===== config.mk =====
export PLATFORM = sky130hd
export DESIGN_NAME = microwave_timer_ctrl
export DESIGN_NICKNAME = d
export VERILOG_FILES = /design/src/rtl/microwave_timer_ctrl.sv
export SDC_FILE = /design/constraint.sdc
export NUM_CORES = 1
export LEC_CHECK = 0
export CORE_ASPECT_RATIO = 1.75
export CORE_MARGIN = 2
export CORE_UTILIZATION = 50
export DETAILED_ROUTE_END_ITERATION = 7
export GPL_ROUTABILITY_DRIVEN = 0
export GPL_TIMING_DRIVEN = 0
export HOLD_SLACK_MARGIN = 0.03
export PLACE_DENSITY = 0.7
export SLEW_MARGIN = 20
export SYNTH_ARGS = -nofsm -noshare
export SYNTH_HDL_FRONTEND = slang
export SYNTH_SLANG_ARGS = --single-unit
export TNS_END_PERCENT = 5

===== constraint.sdc =====
create_clock -name clk -period 3.65 [get_ports clk]
set_input_delay 0.365 -clock clk [delete_from_list [all_inputs] [get_ports clk]]
set_output_delay 0.365 -clock clk [all_outputs]
set_load 0.02 [all_outputs]

===== src/rtl/microwave_timer_ctrl.sv =====
// microwave_timer_ctrl: mm:ss countdown sequencer between the keypad decoder
// and the 7-seg display. Keypad digits shift in from the right, start/pause/clear
// control a 1 Hz BCD countdown, and the magnetron is enabled only while running.
// Optional feature macro: DONE_BEEP_EN -- when defined, beep is held high for
// BEEP_SECS countdown seconds after the cook finishes; otherwise beep is tied 0.
module microwave_timer_ctrl #(
    parameter int TICK_DIV  = 100_000_000,
    parameter int BEEP_SECS = 3
) (
    input  logic       clk,
    input  logic       rst_n,
    input  logic       digit_valid,
    input  logic [3:0] digit_in,
    input  logic       start,
    input  logic       pause,
    input  logic       clear,
    output logic [3:0] min_D1,
    output logic [3:0] min_D0,
    output logic [3:0] sec_D1,
    output logic [3:0] sec_D0,
    output logic [2:0] state,
    output logic       magnetron_en,
    output logic       done,
    output logic       beep
);

    localparam int PW = (TICK_DIV > 2) ? $clog2(TICK_DIV) : 1;
    localparam logic [PW-1:0] PRESC_LAST = PW'(TICK_DIV - 1);

    typedef enum logic [2:0] {
        ST_IDLE   = 3'd0,
        ST_ENTRY  = 3'd1,
        ST_RUN    = 3'd2,
        ST_PAUSED = 3'd3,
        ST_DONE   = 3'd4
    } state_t;

    // A prescaler below 2 cycles or a zero-length beep makes no sense.
    if (TICK_DIV < 2 || BEEP_SECS < 1) begin : g_param_check
        $error("microwave_timer_ctrl: TICK_DIV must be >= 2 and BEEP_SECS >= 1");
    end

    state_t        state_q, state_d;
    logic [3:0]    m1_q, m0_q, s1_q, s0_q;
    logic [3:0]    m1_d, m0_d, s1_d, s0_d;
    logic [PW-1:0] presc_q, presc_d;
    logic          mag_q, mag_d;
    logic          done_q, done_d;
    logic          count_en;

    logic [3:0]    dec_m1, dec_m0, dec_s1, dec_s0;
    logic          dec_zero;
    logic          digits_nz;

    assign digits_nz = |{m1_q, m0_q, s1_q, s0_q};

    // One-second BCD decrement of the displayed time; 59 reload only on a borrow.
    always_comb begin
        dec_m1 = m1_q;
        dec_m0 = m0_q;
        dec_s1 = s1_q;
        dec_s0 = s0_q - 4'd1;
        if (s0_q == 4'd0) begin
            dec_s0 = 4'd9;
            if (s1_q != 4'd0) begin
                dec_s1 = s1_q - 4'd1;
            end else begin
                dec_s1 = 4'd5;
                if (m0_q != 4'd0) begin
                    dec_m0 = m0_q - 4'd1;
                end else begin
                    dec_m0 = 4'd9;
                    dec_m1 = m1_q - 4'd1;
                end
            end
        end
        dec_zero = ({dec_m1, dec_m0, dec_s1, dec_s0} == 16'h0000);
    end

`ifdef DONE_BEEP_EN
    localparam int BW = (BEEP_SECS > 1) ? $clog2(BEEP_SECS) : 1;
    localparam logic [BW-1:0] BEEP_LAST = BW'(BEEP_SECS - 1);
    logic          beep_q, beep_d;
    logic [BW-1:0] beep_cnt_q, beep_cnt_d;
`endif

    // Next-state, digit and prescaler logic; clear > pause > start > digit.
    always_comb begin
        state_d  = state_q;
        m1_d     = m1_q;
        m0_d     = m0_q;
        s1_d     = s1_q;
        s0_d     = s0_q;
        presc_d  = presc_q;
        done_d   = 1'b0;
        count_en = 1'b0;
`ifdef DONE_BEEP_EN
        beep_d     = 1'b0;
        beep_cnt_d = beep_cnt_q;
`endif
        if (clear) begin
            state_d = ST_IDLE;
            m1_d    = 4'd0;
            m0_d    = 4'd0;
            s1_d    = 4'd0;
            s0_d    = 4'd0;
            presc_d = '0;
        end else begin
            case (state_q)
                ST_IDLE, ST_ENTRY, ST_DONE: begin
                    if (!pause) begin
                        if (start) begin
                            if (state_q != ST_DONE && digits_nz) begin
                                state_d = ST_RUN;
                                presc_d = '0;
                            end
                        end else if (digit_valid && digit_in <= 4'd9) begin
                            // DONE already holds 0000, so the shift starts from zero there.
                            m1_d    = m0_q;
                            m0_d    = s1_q;
                            s1_d    = s0_q;
                            s0_d    = digit_in;
                            state_d = ST_ENTRY;
                        end
                    end
                end
                ST_RUN: begin
                    if (pause) begin
                        state_d = ST_PAUSED;
                    end else begin
                        count_en = 1'b1;
                    end
                end
                ST_PAUSED: begin
                    // The resume edge counts as the cycle the pause edge swallowed,
                    // so a pause never stretches or shortens the current second.
                    if (!pause && start) begin
                        state_d  = ST_RUN;
                        count_en = 1'b1;
                    end
                end
                default: state_d = ST_IDLE;
            endcase

            if (count_en) begin
                if (presc_q == PRESC_LAST) begin
                    presc_d = '0;
                    m1_d    = dec_m1;
                    m0_d    = dec_m0;
                    s1_d    = dec_s1;
                    s0_d    = dec_s0;
                    if (dec_zero) begin
                        state_d = ST_DONE;
                        done_d  = 1'b1;
                    end
                end else begin
                    presc_d = presc_q + 1'b1;
                end
            end

`ifdef DONE_BEEP_EN
            // Beep runs for BEEP_SECS prescaler wraps while we stay in DONE.
            if (state_q == ST_DONE && state_d == ST_DONE && beep_q) begin
                beep_d = 1'b1;
                if (presc_q == PRESC_LAST) begin
                    presc_d = '0;
                    if (beep_cnt_q == BEEP_LAST) begin
                        beep_d = 1'b0;
                    end else begin
                        beep_cnt_d = beep_cnt_q + 1'b1;
                    end
                end else begin
                    presc_d = presc_q + 1'b1;
                end
            end
            if (state_q != ST_DONE && state_d == ST_DONE) begin
                beep_d     = 1'b1;
                beep_cnt_d = '0;
            end
`endif
        end
        mag_d = (state_d == ST_RUN);
    end

    // State, digit and output registers.
    always_ff @(posedge clk or negedge rst_n) begin
        if (!rst_n) begin
            state_q <= ST_IDLE;
            m1_q    <= 4'd0;
            m0_q    <= 4'd0;
            s1_q    <= 4'd0;
            s0_q    <= 4'd0;
            presc_q <= '0;
            mag_q   <= 1'b0;
            done_q  <= 1'b0;
        end else begin
            state_q <= state_d;
            m1_q    <= m1_d;
            m0_q    <= m0_d;
            s1_q    <= s1_d;
            s0_q    <= s0_d;
            presc_q <= presc_d;
            mag_q   <= mag_d;
            done_q  <= done_d;
        end
    end

`ifdef DONE_BEEP_EN
    // Beeper and its seconds counter.
    always_ff @(posedge clk or negedge rst_n) begin
        if (!rst_n) begin
            beep_q     <= 1'b0;
            beep_cnt_q <= '0;
        end else begin
            beep_q     <= beep_d;
            beep_cnt_q <= beep_cnt_d;
        end
    end
    assign beep = beep_q;
`else
    assign beep = 1'b0;
`endif

    assign min_D1       = m1_q;
    assign min_D0       = m0_q;
    assign sec_D1       = s1_q;
    assign sec_D0       = s0_q;
    assign state        = state_q;
    assign magnetron_en = mag_q;
    assign done         = done_q;

endmodule


Yosys cells after proc, flatten, opt, wreduce, memory -nomap -nowiden
Cells that the tools add are included.
{"block": "totals", "ramBits": 0, "wordCells": 100, "out_inout_bits": 22, "inputBits": 10, "latchBits": 0, "memories": 0, "rom_bits": 0, "reg_bits": 48}
{"block": "op_classes", "eq_ne": 8, "n_shift": 0, "div_mod_pow": 0, "reduce_logical": 15, "mux": 63, "n_lt_le_gt_ge": 1, "multipliers": 0, "n_bitwise": 0, "add_sub_neg": 5}
{"operator": "two-way mux 27 bit", "count": 7}
{"operator": "two-way mux 4 bit", "count": 37}
{"operator": "two-way mux 3 bit", "count": 10}
{"operator": "adder 27 x 1 -> 27 bit (second input constant)", "count": 1}
{"operator": "equality test 27 bit (second input constant)", "count": 1}
{"operator": "logical NOT 16 bit", "count": 1}
{"operator": "OR reduction 16 bit", "count": 1}
{"operator": "subtractor 4 x 1 -> 4 bit (second input constant)", "count": 4}
{"operator": "equality test 3 x 2 -> 1 bit (second input constant)", "count": 3}
{"operator": "case mux 3 bit (3 select lines)", "count": 1}
{"operator": "nonzero test 3 bit", "count": 3}
{"operator": "nonzero test 4 bit", "count": 2}
{"operator": "two-way mux 1 bit", "count": 7}
{"operator": "less-or-equal comparator 4 bit (second input constant)", "count": 1}
{"operator": "logical NOT 4 bit", "count": 1}
{"operator": "AND reduction 4 bit", "count": 1}
{"operator": "equality test 3 x 1 -> 1 bit (second input constant)", "count": 1}
{"operator": "equality test 3 bit (second input constant)", "count": 1}
{"operator": "logical AND 1 bit", "count": 3}
{"operator": "logical NOT 3 bit", "count": 1}
{"operator": "!= test 3 x 1 -> 1 bit (second input constant)", "count": 1}
{"operator": "!= test 3 bit (second input constant)", "count": 1}
{"operator": "OR reduction 3 bit", "count": 1}
{"operator": "case mux 1 bit (2 select lines)", "count": 1}
{"operator": "logical NOT 1 bit", "count": 1}

Longest topological paths before layout
{"block": "logic_depth", "depth_word": 11, "mapped_depth": 10, "mapped_depth_nobuf": 7}

Worst setup path after synthesis
Ideal clock, no wire load.
{"block": "synth_timing", "path_type": "flip-flop to flip-flop", "startpoint": "register s0_q[0] (netlist: sec_D0[0])", "endpoint": "register presc_q[23]", "setup_time_ps": 126, "arrival_time_ps": 2542, "path_buffers": 3, "required_ps": 3524, "synth_period_minus_slack_ps": 2668, "setup_slack_ps": 982, "path_stages_with_launch": 11, "cell_sequence": "dfrtp_1 > inv_1 > ha_1 > or3b_1 > or4_1 > buf_2 > o32ai_4 > buf_6 > buf_8 > nor3_2 > mux2i_1"}
{"block": "synth_via", "elab_chain_cells": 4}
{"element": "start: declaration", "line": "44", "text": "logic [3:0] m1_q, m0_q, s1_q, s0_q;"}
{"element": "start signal: assignment", "line": "192", "text": "s0_q <= 4'd0;"}
{"element": "start signal: assignment", "line": "201", "text": "s0_q <= s0_d;"}
{"element": "OR reduction 16 bit", "line": "55", "text": "assign digits_nz = |{m1_q, m0_q, s1_q, s0_q};"}
{"element": "logical AND 1 bit", "line": "113", "text": "if (state_q != ST_DONE && digits_nz) begin"}
{"element": "nonzero test 3 bit (no line)"}
{"element": "AND reduction 4 bit (no line)"}
{"element": "end signal: assignment", "line": "202", "text": "presc_q <= presc_d;"}
{"element": "end: declaration", "line": "46", "text": "logic [PW-1:0] presc_q, presc_d;"}
No other way between the ends.
A chain may end at the register's enable or synchronous reset.

Worst setup path in the final report
{"block": "layout_timing", "startpoint": "register s0_q[0] (netlist: sec_D0[0])", "endpoint": "register presc_q[22]"}
Same word-level chain as after synthesis.

==> metrics.log <==
INFO  metric clkLatencyLatePin = 0.32 ns
INFO  metric clock_transition_at_the_registers_of_the_reported_paths = 0.10 ns
INFO  metric worstSetupEndpointType = register
INFO  metric routed_via_density = 6.307
INFO  metric multi_input_gate_area = 1749 um^2
INFO  metric antenna_violations_before_repair = 0
INFO  metric final.setup_skew = 0.01488 ns
INFO  metric synth.distinct_cells = 60
INFO  metric fp.dieW = 63.85 um
INFO  metric num_io_pins = 32
INFO  metric timing_worst_slew_pin_value = 0.9291 ns
INFO  metric tritoncts = built
INFO  metric timing.reg2reg.setup_slack = 0.71 ns
INFO  metric start_util = 0.5110
INFO  metric synth_area = 3134 um^2
INFO  metric clkSinkCount = 48
INFO  metric power.static_leakage = 1.400 nW
INFO  metric slew_viol_final = 0
INFO  metric maximum_number_of_pins_on_one_net_before_global_route_repair = 49
INFO  metric numCtsBuffers = 5
INFO  metric place_inst = 467
INFO  metric placementRows = 38
INFO  metric synth_top_cell_by_area = sky130_fd_sc_hd__dfrtp_1
INFO  metric final_util = 0.5934
INFO  metric fin_crit = 2.941 ns
INFO  metric whs = 0.05386 ns
INFO  metric timing.critical_path.cells = inv_1 -> ha_1 -> or3b_1 -> or4_1 -> buf_2 -> o2111ai_2 -> nand3_1 -> clkbuf_1 -> a21oi_1
INFO  metric relSlewSlack = 0.3749
INFO  metric timing.final.setup_violations = 0
INFO  metric report.final.hold_viol_count = 0
INFO  metric nNetsFinal = 408
INFO  metric yosys_warnings = 0
INFO  metric syn-mean-instance-area = 8.779 um^2
INFO  metric final_antenna_net_count = 0
INFO  metric pwr_density_cell = 303.6 nW/um^2
INFO  metric clockRootBuffer = sky130_fd_sc_hd__clkbuf_8
INFO  metric timing.critical_path.buf_inv = 3
INFO  metric critical_path.slowest_cell = sky130_fd_sc_hd__dfrtp_1
INFO  metric core_area = 6133 um^2
INFO  metric totalWireLength = 8697 um
INFO  metric worst-setup-path-type = reg2reg
INFO  metric fillCellCount = 546
INFO  metric timing.hold.worst.class = in2async
INFO  metric fin_setup_tns = 0 ns
INFO  metric clockBufferDepth = 2
INFO  metric required = 3.89 ns
INFO  metric worst_ir_drop_on_vdd = 0.2474 mV
INFO  metric clock_tree.htree_level_count = 2
INFO  metric synthesis.nets = 371
INFO  metric synth-edff-count = 0
INFO  metric worst_ep_arrival_time = 3.18 ns
INFO  metric timing.critical_path.from_type = register
INFO  metric floorplan.die_area = 6943 um^2
INFO  metric crit_fanout = 10
INFO  metric post-route-drc-count = 0
INFO  metric largest_incremental_delay_on_the_critical_path = 0.48 ns
INFO  metric async_flop_share = 1.000
INFO  metric post_synth_inst_count = 357
INFO  metric synth_seq_cells = 48
INFO  metric max_cap_violations = 0
INFO  metric vias_in_the_first_global_route = 2,893
INFO  metric num_vias = 2,996
INFO  metric fin_cells = 475
INFO  metric outcome = finished, final reports clean
INFO  metric final_layout_size_suffix_gt1_frac = 0.08101
INFO  metric die_height = 108.7 um
INFO  metric clock.fmax = 340.0 MHz
INFO  metric diodes = 0
INFO  metric drt_first_iter_violations = 259
INFO  metric yosysTopAreaCellShare = 0.3832
INFO  metric drt_first_pass_iters = 4
INFO  metric cts_resized = 0
INFO  metric syn_to_final_growth = 16.13%
INFO  metric grt_setup_unrepaired = false
INFO  metric final-seq-area = 1201 um^2
INFO  metric dominantRegCellSynth = sky130_fd_sc_hd__dfrtp_1
INFO  metric grtUsageTotal = 0.2612
INFO  metric post_cts.repair.setup_buffers = 0
INFO  metric grt_overflow = 0
INFO  metric post-route-period-util = 0.8058
INFO  metric synth.top_cells.by_area = sky130_fd_sc_hd__dfrtp_1 (38%), sky130_fd_sc_hd__nand3_1 (5.0%), sky130_fd_sc_hd__a21oi_1 (4.0%)
INFO  metric postCtsHoldBufs = 0
INFO  metric place.detailed.hpwl = 6290 um
INFO  metric synth-seq-area-share = 0.3832
INFO  metric grt_first_pass_wirelength = 14,120 um
INFO  metric critPathTopFamily = simple AND/OR/NAND/NOR gates
INFO  metric post_dr_wirelength_cell = 18.31 um
INFO  metric io_buffer_count = 30
## per-stage QoR
step | power (mW) | worst slack [ns] | instance area (um^2)
2_1_floorplan | 0.6496 | 0.9822 | 3134
3_3_place_gp | 0.7073 | 0.7197 | 3535
3_5_place_dp | 0.7083 | 0.7296 | 3532
4_1_cts | 1.105 | 0.6990 | 3640
5_1_grt | 1.138 | 0.5410 | 3640
6_report | 1.105 | 0.7090 | 3640
## synth_stat cells, types with 2 or more instances
| cell type | count |
|---|---|
| sky130_fd_sc_hd__o21a_1 | 2 |
| sky130_fd_sc_hd__nor3_1 | 7 |
| sky130_fd_sc_hd__a22o_1 | 4 |
| sky130_fd_sc_hd__o311ai_0 | 4 |
| sky130_fd_sc_hd__or4_1 | 15 |
| sky130_fd_sc_hd__o211ai_1 | 2 |
| sky130_fd_sc_hd__mux2i_1 | 11 |
| sky130_fd_sc_hd__buf_6 | 3 |
| sky130_fd_sc_hd__and3_1 | 6 |
| sky130_fd_sc_hd__dfrtp_1 | 48 |
| sky130_fd_sc_hd__and4_1 | 4 |
| sky130_fd_sc_hd__clkbuf_1 | 10 |
| sky130_fd_sc_hd__a21oi_1 | 25 |
| sky130_fd_sc_hd__a211oi_1 | 4 |
| sky130_fd_sc_hd__nor2b_1 | 3 |
| sky130_fd_sc_hd__mux2_2 | 9 |
| sky130_fd_sc_hd__o31ai_1 | 10 |
| sky130_fd_sc_hd__buf_2 | 3 |
| sky130_fd_sc_hd__a31oi_1 | 9 |
| sky130_fd_sc_hd__o21ai_0 | 5 |
| sky130_fd_sc_hd__inv_1 | 18 |
| sky130_fd_sc_hd__xnor2_1 | 2 |
| sky130_fd_sc_hd__ha_1 | 4 |
| sky130_fd_sc_hd__nand4_1 | 16 |
| sky130_fd_sc_hd__nor2_1 | 20 |
| sky130_fd_sc_hd__or3_1 | 6 |
| sky130_fd_sc_hd__nand3_1 | 31 |
| sky130_fd_sc_hd__nand2_1 | 29 |
| sky130_fd_sc_hd__a21o_1 | 2 |
| sky130_fd_sc_hd__o21ai_1 | 5 |
| sky130_fd_sc_hd__nand2b_1 | 6 |
| sky130_fd_sc_hd__nor4_1 | 6 |
## path summary, 6_finish.rpt
path | from | endpoint | cells past startpoint
worst max-delay path | sec_D0[0] | presc_q[22] | 9
worst min-delay path | rst_n | min_D0[1] | 1
worst max register to register | sec_D0[0] | presc_q[22] | 9
worst min register to register | presc_q[6] | presc_q[6] | 1
max in group asynchronous | rst_n | presc_q[3] | 1
min in group clk | presc_q[6] | presc_q[6] | 1
## per-layer routing
metal	routed length, um	GRT usage
met1	3351	0.2917
met4	365	0.1444
met5	0	0
met3	345	0.04128
met2	4634	0.4665
## area by class of cell
class / count / area share
Multi-Input combinational cell: 271 / 0.4806
Sequential cell: 48 / 0.3300
Timing Repair Buffer: 30 / 0.08182
Buffer: 19 / 0.03094
Tap cell: 80 / 0.02750
Clock buffer: 6 / 0.01994
Inverter: 19 / 0.01959
Clock inverter: 2 / 0.009625
## worst register-to-register path, stage by stage (launching register included)
cell and delay (ns):
sky130_fd_sc_hd__dfrtp_1 0.48, sky130_fd_sc_hd__inv_1 0.09, sky130_fd_sc_hd__ha_1 0.24, sky130_fd_sc_hd__or3b_1 0.43
sky130_fd_sc_hd__or4_1 0.47, sky130_fd_sc_hd__buf_2 0.19, sky130_fd_sc_hd__o2111ai_2 0.29, sky130_fd_sc_hd__nand3_1 0.19
sky130_fd_sc_hd__clkbuf_1 0.28, sky130_fd_sc_hd__a21oi_1 0.19
## cell usage in the layout, fill, tap and decap left out, types with 3 or more instances in the layout
master / count
sky130_fd_sc_hd__and4_1: 4
sky130_fd_sc_hd__or3_1: 6
sky130_fd_sc_hd__nor3_1: 7
sky130_fd_sc_hd__inv_1: 18
sky130_fd_sc_hd__mux2_2: 9
sky130_fd_sc_hd__a31oi_1: 9
sky130_fd_sc_hd__a22o_1: 4
sky130_fd_sc_hd__nor2b_1: 3
sky130_fd_sc_hd__mux2i_1: 11
sky130_fd_sc_hd__nor4_1: 6
sky130_fd_sc_hd__a211oi_1: 4
sky130_fd_sc_hd__o31ai_1: 10
sky130_fd_sc_hd__a21oi_1: 25
sky130_fd_sc_hd__dfrtp_1: 48
sky130_fd_sc_hd__o21ai_0: 5
sky130_fd_sc_hd__buf_2: 3
sky130_fd_sc_hd__nand3_1: 31
sky130_fd_sc_hd__nand4_1: 16
sky130_fd_sc_hd__o21ai_1: 5
sky130_fd_sc_hd__buf_6: 3
sky130_fd_sc_hd__o311ai_0: 4
sky130_fd_sc_hd__nand2b_1: 6
sky130_fd_sc_hd__nand2_1: 29
sky130_fd_sc_hd__clkbuf_8: 5
sky130_fd_sc_hd__nor2_1: 20
sky130_fd_sc_hd__clkdlybuf4s50_1: 29
sky130_fd_sc_hd__clkbuf_1: 11
sky130_fd_sc_hd__or4_1: 15
sky130_fd_sc_hd__ha_1: 4
sky130_fd_sc_hd__and3_1: 6
## power breakdown
part           switching (mW)  internal [mW]
combinational          0.0948         0.0604
clock                   0.203          0.204
sequential            0.00694          0.536
total                   0.304          0.801
## kinds of logic (layout without fill, tap and decap cells)
group / count (synthesis) / in the layout / synth area share
multiplexers: 20 / 20 / 0.06747
flip-flops: 48 / 48 / 0.3832
AO/OA/AOI/OAI: 84 / 84 / 0.1848
XOR/XNOR: 2 / 2 / 0.005590
other: 1 / 1 / 0.001196
buffers and inverters: 38 / 76 / 0.05868
AND/OR/NAND/NOR: 160 / 160 / 0.2830
adder cells (fa/ha/maj): 4 / 4 / 0.01597
## state kept, by name, indices dropped and copies added, names as in the netlist
register,flops
sec_D1,4
sec_D0,4
presc_q,27
state,3
min_D0,4
min_D1,4
done,1
magnetron_en,1
(Power assumes the default switching activity.)
